$ cat src/rtl/vm_coin_sequencer.sv
`default_nettype none
// ============================================================================
//  Module   : vm_coin_sequencer
//  Purpose  : Front end for the vending FSM. Captures coin events from two
//             slots into a small FIFO, issues them to the vending FSM as
//             registered N/D pulses no closer than two cycles apart, catches
//             its one-cycle z and runs a req/ack handshake with the dispense
//             motor. If the motor does not answer in time, a sticky fault is
//             raised.
//  Revision : 1.0 - initial release
// ----------------------------------------------------------------------------
//  Ports
//    clk, rst              clock (rising edge), asynchronous active-low reset
//    a_nickel, a_dime      slot A coin events (1-cycle pulses)
//    b_nickel, b_dime      slot B coin events (1-cycle pulses)
//    N, D                  coin pulses to the vending FSM (5c / 10c)
//    z                     product due from the vending FSM
//    disp_req, disp_ack    dispense motor handshake
//    coin_reject           a coin event was dropped in the previous cycle
//    q_full, busy, fault   status outputs
// ============================================================================
module vm_coin_sequencer #(
  parameter int QDEPTH      = 4,
  parameter int ACK_TIMEOUT = 255
) (
  input  logic clk,
  input  logic rst,
  input  logic a_nickel,
  input  logic a_dime,
  input  logic b_nickel,
  input  logic b_dime,
  output logic N,
  output logic D,
  input  logic z,
  output logic disp_req,
  input  logic disp_ack,
  output logic coin_reject,
  output logic q_full,
  output logic busy,
  output logic fault
);

  localparam int PW = $clog2(QDEPTH);
  localparam int CW = $clog2(QDEPTH + 1);
  localparam int TW = $clog2(ACK_TIMEOUT + 1);

  typedef enum logic [2:0] {
    S_IDLE     = 3'd0,
    S_ISSUE    = 3'd1,
    S_WAIT     = 3'd2,
    S_DISPENSE = 3'd3,
    S_FAULT    = 3'd4
  } state_t;

  state_t            state_q, state_d;
  logic [QDEPTH-1:0] mem_q;               // 1 bit per coin: 0 nickel, 1 dime
  logic [PW-1:0]     wr_ptr_q, wr_ptr_d;
  logic [PW-1:0]     rd_ptr_q, rd_ptr_d;
  logic [CW-1:0]     count_q, count_d;
  logic [TW-1:0]     tmo_q, tmo_d;
  logic              n_q, n_d, d_q, d_d;
  logic              req_q, req_d;
  logic              rej_q, rej_d;
  logic              fault_q, fault_d;

  logic              w_a_ok, w_b_ok, w_a_inv, w_b_inv;
  logic              w_acc_a, w_acc_b;
  logic [CW-1:0]     w_space;
  logic [PW-1:0]     w_b_idx;
  logic              w_pop;
  logic              w_head;

  // ---------------- capture ----------------
  // Space is judged on the occupancy before this cycle's pop, so a push
  // never lands in the slot being read out.
  always_comb begin
    w_a_inv = a_nickel & a_dime;
    w_b_inv = b_nickel & b_dime;
    w_a_ok  = a_nickel ^ a_dime;
    w_b_ok  = b_nickel ^ b_dime;
    w_space = CW'(QDEPTH) - count_q;
    w_acc_a = w_a_ok && (w_space != '0);
    // B needs a second free slot when A is also pushing this cycle
    w_acc_b = w_b_ok && (w_a_ok ? (w_space >= CW'(2)) : (w_space != '0));
    rej_d   = w_a_inv | w_b_inv | (w_a_ok & ~w_acc_a) | (w_b_ok & ~w_acc_b);
    w_b_idx = w_acc_a ? (wr_ptr_q + PW'(1)) : wr_ptr_q;
    wr_ptr_d = wr_ptr_q + PW'(w_acc_a) + PW'(w_acc_b);
    rd_ptr_d = rd_ptr_q + PW'(w_pop);
    count_d  = count_q + CW'(w_acc_a) + CW'(w_acc_b) - CW'(w_pop);
  end

  // ---------------- issue FSM ----------------
  always_comb begin
    state_d = state_q;
    w_pop   = 1'b0;
    tmo_d   = tmo_q;
    w_head  = mem_q[rd_ptr_q];
    n_d     = 1'b0;
    d_d     = 1'b0;
    case (state_q)
      S_IDLE: begin
        if (count_q != '0) begin
          w_pop   = 1'b1;
          state_d = S_ISSUE;
        end
      end
      S_ISSUE: state_d = S_WAIT;
      S_WAIT: begin
        if (z) begin
          state_d = S_DISPENSE;
          tmo_d   = '0;
        end else if (count_q != '0) begin
          // no product due: issue the next coin right away, keeping the
          // two-cycle pulse spacing without an extra idle cycle
          w_pop   = 1'b1;
          state_d = S_ISSUE;
        end else begin
          state_d = S_IDLE;
        end
      end
      S_DISPENSE: begin
        if (disp_ack) begin
          state_d = S_IDLE;
        end else if (tmo_q == TW'(ACK_TIMEOUT - 1)) begin
          state_d = S_FAULT;
        end else begin
          tmo_d = tmo_q + TW'(1);
        end
      end
      S_FAULT: state_d = S_FAULT;
      default: state_d = S_IDLE;
    endcase
    if (w_pop) begin
      n_d = ~w_head;
      d_d = w_head;
    end
    req_d   = (state_d == S_DISPENSE);
    fault_d = (state_d == S_FAULT);
  end

  always_ff @(posedge clk or negedge rst) begin
    if (!rst) begin
      state_q  <= S_IDLE;
      mem_q    <= '0;
      wr_ptr_q <= '0;
      rd_ptr_q <= '0;
      count_q  <= '0;
      tmo_q    <= '0;
      n_q      <= 1'b0;
      d_q      <= 1'b0;
      req_q    <= 1'b0;
      rej_q    <= 1'b0;
      fault_q  <= 1'b0;
    end else begin
      state_q  <= state_d;
      if (w_acc_a) mem_q[wr_ptr_q] <= a_dime;
      if (w_acc_b) mem_q[w_b_idx]  <= b_dime;
      wr_ptr_q <= wr_ptr_d;
      rd_ptr_q <= rd_ptr_d;
      count_q  <= count_d;
      tmo_q    <= tmo_d;
      n_q      <= n_d;
      d_q      <= d_d;
      req_q    <= req_d;
      rej_q    <= rej_d;
      fault_q  <= fault_d;
    end
  end

  assign N           = n_q;
  assign D           = d_q;
  assign disp_req    = req_q;
  assign coin_reject = rej_q;
  assign fault       = fault_q;
  assign q_full      = (count_q == CW'(QDEPTH));
  assign busy        = (state_q != S_IDLE) || (count_q != '0);

endmodule
`default_nettype wire

$ cat config.mk
export PLATFORM = sky130hd
export DESIGN_NAME = vm_coin_sequencer
export DESIGN_NICKNAME = d
export VERILOG_FILES = /design/src/rtl/vm_coin_sequencer.sv
export SDC_FILE = /design/constraint.sdc
export NUM_CORES = 1
export LEC_CHECK = 0
export CORE_UTILIZATION = 61
export CTS_CLUSTER_SIZE = 10
export DETAILED_ROUTE_END_ITERATION = 7
export GPL_TIMING_DRIVEN = 0
export PLACE_DENSITY = 0.84
export SKIP_CTS_REPAIR_TIMING = 1
export SYNTH_ARGS = -nofsm -noshare
export SYNTH_HDL_FRONTEND = slang
export SYNTH_SLANG_ARGS = --single-unit
$ cat constraint.sdc
create_clock -name clk -period 4.45 [get_ports clk]
set_input_delay 0.6675 -clock clk [delete_from_list [all_inputs] [get_ports clk]]
set_output_delay 0.6675 -clock clk [all_outputs]
set_load 0.1 [all_outputs]
==> impl_metrics.py, run 1 <==
metrics = {
    "yosys": {
        "synth_cell_types": 41,
        "syn-instance-count": 148,
        "synthesis.nets": 174,
        "ys_warn_count": 0,
        "synth.avg_cell_area_sq_um": 10.8,
        "ys_seq_area_share_pct": 42.2,
        "ys_ff_latch": 27,
        "synth_area_sq_mm": 0.00160,
    },
    "clock_tree": {
        "clkTransAtPathRegs_ns": 0.14,
        "cts_num_sinks": 27,
        "root_buffer": "clkbuf_4",
        "cts.htree.levels": 1,
        "numCtsBuffers": 3,
        "clock_path_buffers": 2,
        "clk_latency_ns": 0.32,
        "tritoncts": "done",
    },
    "drt": {
        "vias_per_cell": 6.00,
        "antenna_left": 0,
        "drtPass1Iterations": 4,
        "wl_per_cell_microns": 14.7,
        "vias": 1176,
        "drt-initial-drc-count": 21,
        "drc_errors": 0,
        "wl_microns": 2890,
    },
    "critical_path": {
        "path_class": "reg -> out",
        "slowest_delay_ns": 1.13,
        "critPathMaxFanout": 3,
        "crit_top_cell": "ha_1",
        "path_buf_inv": 2,
        "r2r_slack_ns": 1.54,
        "crit_family": "buffers and inverters",
        "r2r_start": "count_q[1]",
        "cp_slowest_cell": "clkdlybuf4s50_1",
        "path_cells": "inv_1 > ha_1 > ha_1 > nand3b_1 > clkdlybuf4s50_1",
        "r2r_end": "count_q[2]",
        "required_ns": 3.78,
        "reg2reg_depth": 11,
        "crit_path_end_kind": "primary output",
        "start_kind": "flip-flop",
        "cp.arrival_ns": 2.45,
    },
    "sta": {
        "finalCritPeriodShare_pct": 70.1,
        "rsz0062_at_grt": "no",
        "tns_ns": 0,
        "maxSlewHeadroom_pct": 34.5,
        "clock_skew_ns": 0.00562,
        "holdWs_ns": 0.319,
        "fmax_mhz": 321,
        "finalSetupViolCount": 0,
        "drv_slew": 0,
        "post-route-min-period_ns": 3.12,
        "finalHoldViolCount": 0,
        "worst_pin_slew_ns": 0.979,
    },
    "power": {
        "power_frac_clock_pct": 8.8,
        "power_mw": 1.21,
        "pwr-share-comb_pct": 57.2,
        "seq_power_share_pct": 34.0,
        "ir_drop_v": 0.000603,
        "power.switching_mw": 0.567,
        "p_leak_nw": 0.823,
        "intPower_mw": 0.646,
        "powerDensity_mw_per_mm2": 673,
        "p_sw_share_pct": 46.7,
    },
    "placed_design": {
        "gp_congestion": 0.801,
        "port_buffers": 14,
        "dpl.hpwl_microns": 2300,
    },
    "layout": {
        "layout_common_cells": "27 x dfrtp_1, 15 x nand2_1, 15 x ha_1",
        "drive_gt1_share_pct": 8.43,
        "nets": 193,
        "syn2layout_area_growth_pct": 12.4,
        "postLayoutCoreUtil_pct": 72.7,
        "n_fill_cell": 187,
        "antenna_cells": 0,
        "final_common_cell": "dfrtp_1",
    },
    "die": {
        "fp.dieH_microns": 53.3,
        "std_cell_rows": 18,
        "core_sq_mm": 0.00248,
        "die_width_microns": 53.3,
        "die_area_sq_mm": 0.00284,
        "initial_core_util_pct": 64.7,
        "io_pins": 15,
    },
    "global_route": {
        "grt-ovfl-total": 0,
        "grt_pass1_wl_microns": 4980,
        "grt_max_degree": 28,
        "grt_usage_pct": 25.1,
        "first_global_vias": 1149,
        "grt_antenna_before_repair": 0,
    },
    "job": {
        "cap_viol_max_count": 0,
    },
    "hold_path": {
        "hold_path.class": "in -> async",
    },
    "run_status": {
        "status": "complete, no violations",
    },
}
[sequential cells by signal, summed over array words and instances (netlist names)]
name         count
tmo_q            8
mem_q            4
count_q          3
state_q          3
rd_ptr_q         2
wr_ptr_q         2
D                1
N                1
coin_reject      1
disp_req         1
fault            1
[stage by stage]
| step | instance area (sq um) | instances | setup slack [ns] |
|---|---|---|---|
| floorplan | 1600 | 148 | 1.85 |
| global placement | 1780 | 192 | 1.31 |
| detailed placement | 1780 | 192 | 1.21 |
| CTS | 1810 | 196 | 1.31 |
| global route | 1800 | 196 | 1.22 |
| finish | 1800 | 196 | 1.33 |
[cells in the mapped netlist, drive strengths merged]
| cell | count | area share, % |
|---|---|---|
| dfrtp | 27 | 42 |
| ha | 15 | 12 |
| nand2 | 15 | 3.5 |
| inv | 14 | 3.6 |
| nand3 | 9 | 3.1 |
| a21oi | 8 | 2.5 |
| mux2 | 8 | 5.6 |
| nor2 | 7 | 1.6 |
| or3 | 4 | 1.6 |
| fa | 3 | 3.7 |
| xnor2 | 3 | 1.6 |
| a32o | 2 | 1.2 |
| and3 | 2 | 0.78 |
| buf | 2 | 1.2 |
| mux2i | 2 | 1.2 |
| nand3b | 2 | 0.94 |
| nand4 | 2 | 0.78 |
| nor2b | 2 | 0.78 |
| o211ai | 2 | 0.94 |
| o311ai | 2 | 2.2 |
| xor2 | 2 | 1.1 |
| a2111o | 1 | 0.70 |
| a21bo | 1 | 0.62 |
| a311oi | 1 | 0.55 |
| a31oi | 1 | 0.39 |
| and2 | 1 | 0.39 |
| and4bb | 1 | 0.78 |
| clkbuf | 1 | 0.23 |
| mux4 | 1 | 1.4 |
| nand2b | 1 | 0.39 |
| nor3 | 1 | 0.31 |
| nor3b | 1 | 0.47 |
| o21ai | 1 | 0.31 |
| o31a | 1 | 0.55 |
| o31ai | 1 | 0.47 |
| or4 | 1 | 0.47 |
[per-layer routing]
metal	vias up	GRT usage, %	routed length, microns
met1	583	29.4	1180
li1	558	-	-
met3	7	3.45	98
met4	0	11.0	49
met5	-	0	0
met2	28	44.8	1570
[how the worst max path moves through the flow]
stage	from	end	slack [ns]	cells after the start
floorplan	count_q[1]	count_q[1]	1.85	9
global placement	a_dime	count_q[1]	1.31	8
detailed placement	a_dime	count_q[2]	1.21	10
CTS	count_q[1]	busy	1.31	5
global route	count_q[1]	busy	1.22	5
finish	count_q[1]	busy	1.33	5
[kinds of logic after synthesis]
logic type                 count (synthesis)  share of synthesized area (%)
AOI/OAI and AO/OA                         21                           10.5
xor gates and xnor gates                   5                           2.73
muxes                                     11                           8.27
DFF                                       27                           42.2
and+or+nand+nor                           49                           15.9
buffers and inverters                     17                           5.00
adders and majority gates                 18                           15.5
[area by class of cell]
cell class              instances  area, sq um  share of cell area (%)
clock buffers                   4         26.3                    1.46
flip-flops and latches         27          676                    37.5
repair buffers                 14          135                    7.50
well taps                      30         37.5                    2.08
plain buffers                   3         22.5                    1.25
inverters                      14         57.6                    3.19
multi-input cells             104          847                    47.0
[power by group through the flow]
stage,Sequential [mW],Combinational (mW),Clock (mW)
final,0.413,0.694,0.106
after detailed placement,0.418,0.696,0
after global placement,0.410,0.651,0
after CTS,0.412,0.702,0.109
after floorplan,0.493,0.458,0
after global routing,0.427,0.775,0.117
Note: power is estimated with default switching activity, not from simulation.
==> run 2, diff against run 1 <==
- CORE_UTILIZATION: 61 -> 56
- PLACE_DENSITY: 0.84 -> 0.78
- clock period: 4.45 -> 2.9 ns (I/O delays scaled with it)
==> impl_metrics.py, run 2 (same netlist as run 1, synthesis figures left out) <==
metrics = {
    "critical_path": {
        "path_class": "reg -> out",
        "critPathMaxFanout": 3,
        "r2r_start": "count_q[1]",
        "crit_path_end_kind": "primary output",
        "cp_slowest_cell": "clkdlybuf4s50_1",
        "startpoint": "count_q[1]",
        "start_kind": "flip-flop",
        "slowest_delay_ns": 1.12,
        "path_cells": "inv_1 > ha_1 > ha_1 > clkdlybuf4s50_1",
        "crit_top_cell": "ha_1",
        "required_ns": 2.47,
        "cp.arrival_ns": 2.35,
    },
    "clock_tree": {
        "clock_path_buffers": 2,
        "tritoncts": "done",
        "root_buffer": "clkbuf_4",
        "numCtsBuffers": 3,
        "clkTransAtPathRegs_ns": 0.14,
        "cts_num_sinks": 27,
        "clk_latency_ns": 0.32,
        "cts.htree.levels": 1,
    },
    "layout": {
        "postLayoutCoreUtil_pct": 66.8,
        "largest_reg_flops": 8,
        "drive_gt1_share_pct": 9.04,
        "nets": 193,
        "largestRegisters": "tmo_q x8, mem_q x4",
        "n_fill_cell": 217,
        "syn2layout_area_growth_pct": 14.0,
        "final_cells": 197,
        "layout_common_cells": "27 x dfrtp_1, 15 x nand2_1, 15 x ha_1",
        "antenna_cells": 0,
        "final_common_cell": "dfrtp_1",
        "top_register": "tmo_q",
    },
    "die": {
        "io_pins": 15,
        "die_width_microns": 55.5,
        "fp.dieH_microns": 55.5,
        "initial_core_util_pct": 58.6,
        "std_cell_rows": 19,
        "core_sq_mm": 0.00273,
        "die_area_sq_mm": 0.00308,
    },
    "sta": {
        "worst_pin_slew_ns": 1.18,
        "finalHoldViolCount": 0,
        "rsz0062_at_grt": "no",
        "post-route-min-period_ns": 2.79,
        "fmax_mhz": 359,
        "finalCritPeriodShare_pct": 96.1,
        "clock_skew_ns": 0.00307,
        "holdWs_ns": 0.497,
        "maxSlewHeadroom_pct": 21.2,
        "finalSetupViolCount": 0,
        "drv_slew": 0,
    },
    "drt": {
        "drc_errors": 0,
        "antenna_left": 0,
        "drtPass1Iterations": 4,
        "vias_per_cell": 5.79,
        "wl_microns": 2710,
        "vias": 1141,
        "drt-initial-drc-count": 35,
        "wl_per_cell_microns": 13.8,
    },
    "placed_design": {
        "dp_cells": 193,
        "dpl.hpwl_microns": 2130,
        "port_buffers": 14,
        "gp_congestion": 0.756,
    },
    "hold_path": {
        "hold_path.class": "reg -> reg",
        "min_from": "rd_ptr_q[1]",
    },
    "power": {
        "power_mw": 1.86,
        "powerDensity_mw_per_mm2": 1020,
        "p_leak_nw": 0.825,
        "ir_drop_v": 0.000940,
    },
    "job": {
        "cap_viol_max_count": 0,
    },
    "global_route": {
        "grt_antenna_before_repair": 0,
        "grt_usage_pct": 20.0,
        "grt_busiest_layer": "met2",
        "grt-ovfl-total": 0,
        "grt_max_degree": 28,
        "use_met3_pct": 2.58,
        "grt_util_met2_pct": 35.5,
        "grt_pass1_wl_microns": 4790,
        "first_global_vias": 1098,
        "grt_use_met1_pct": 24.2,
    },
    "run_status": {
        "status": "complete, no violations",
    },
}
## run 2: routing by layer
| metal | part of all wire (%) | vias up | wire length [microns] |
|---|---|---|---|
| met2 | 54 | 17 | 1470 |
| met3 | 2.4 | 5 | 66 |
| met5 | 0 | - | 0 |
| met4 | 1.8 | 0 | 48 |
| met1 | 42 | 562 | 1130 |
| li1 | - | 557 | - |
## run 2: area by class of cell
type / instances / area, sq um / share of cell area, %
Sequential cell: 27 / 676 / 37.0
Inverter: 14 / 57.6 / 3.15
Multi-Input combinational cell: 104 / 863 / 47.3
Buffer: 3 / 22.5 / 1.23
Clock buffer: 4 / 26.3 / 1.44
Timing Repair Buffer: 14 / 143 / 7.81
Tap cell: 31 / 38.8 / 2.12
## run 2: where the power goes
part,internal [mW],switching (mW),total (mW),leakage (nW)
Clock,0.0539,0.105,0.159,0.0150
Combinational,0.432,0.635,1.07,0.470
Sequential,0.519,0.118,0.637,0.340
## run 2: final timing paths
| check | endpoint | slack [ns] | depth (start not counted) |
|---|---|---|---|
| worst min-delay path | rd_ptr_q[1] | 0.50 | 1 |
| max in group asynchronous | D | 1.48 | 1 |
| worst max register to register | count_q[1] | 0.17 | 9 |
| worst min register to register | rd_ptr_q[1] | 0.50 | 1 |
| worst max-delay path | q_full | 0.11 | 4 |
| min in group asynchronous | state_q[1] | 0.72 | 1 |
## run 2: through the flow
stage	area [sq um]	TNS, ns	worst slack [ns]
finish	1830	0	0.114
global route	1830	0	0.0209
floorplan	1600	0	0.301
global placement	1780	-0.00387	-0.00387
CTS	1810	-0.148	-0.0624
detailed placement	1780	-0.168	-0.0849
## run 2: critical path: cells and delay by family, from the launching register on
kind                     cells  cell delay (ns)
adder cells (fa/ha/maj)      2             0.35
flip-flops                   1             0.43
buffers and inverters        2             1.25
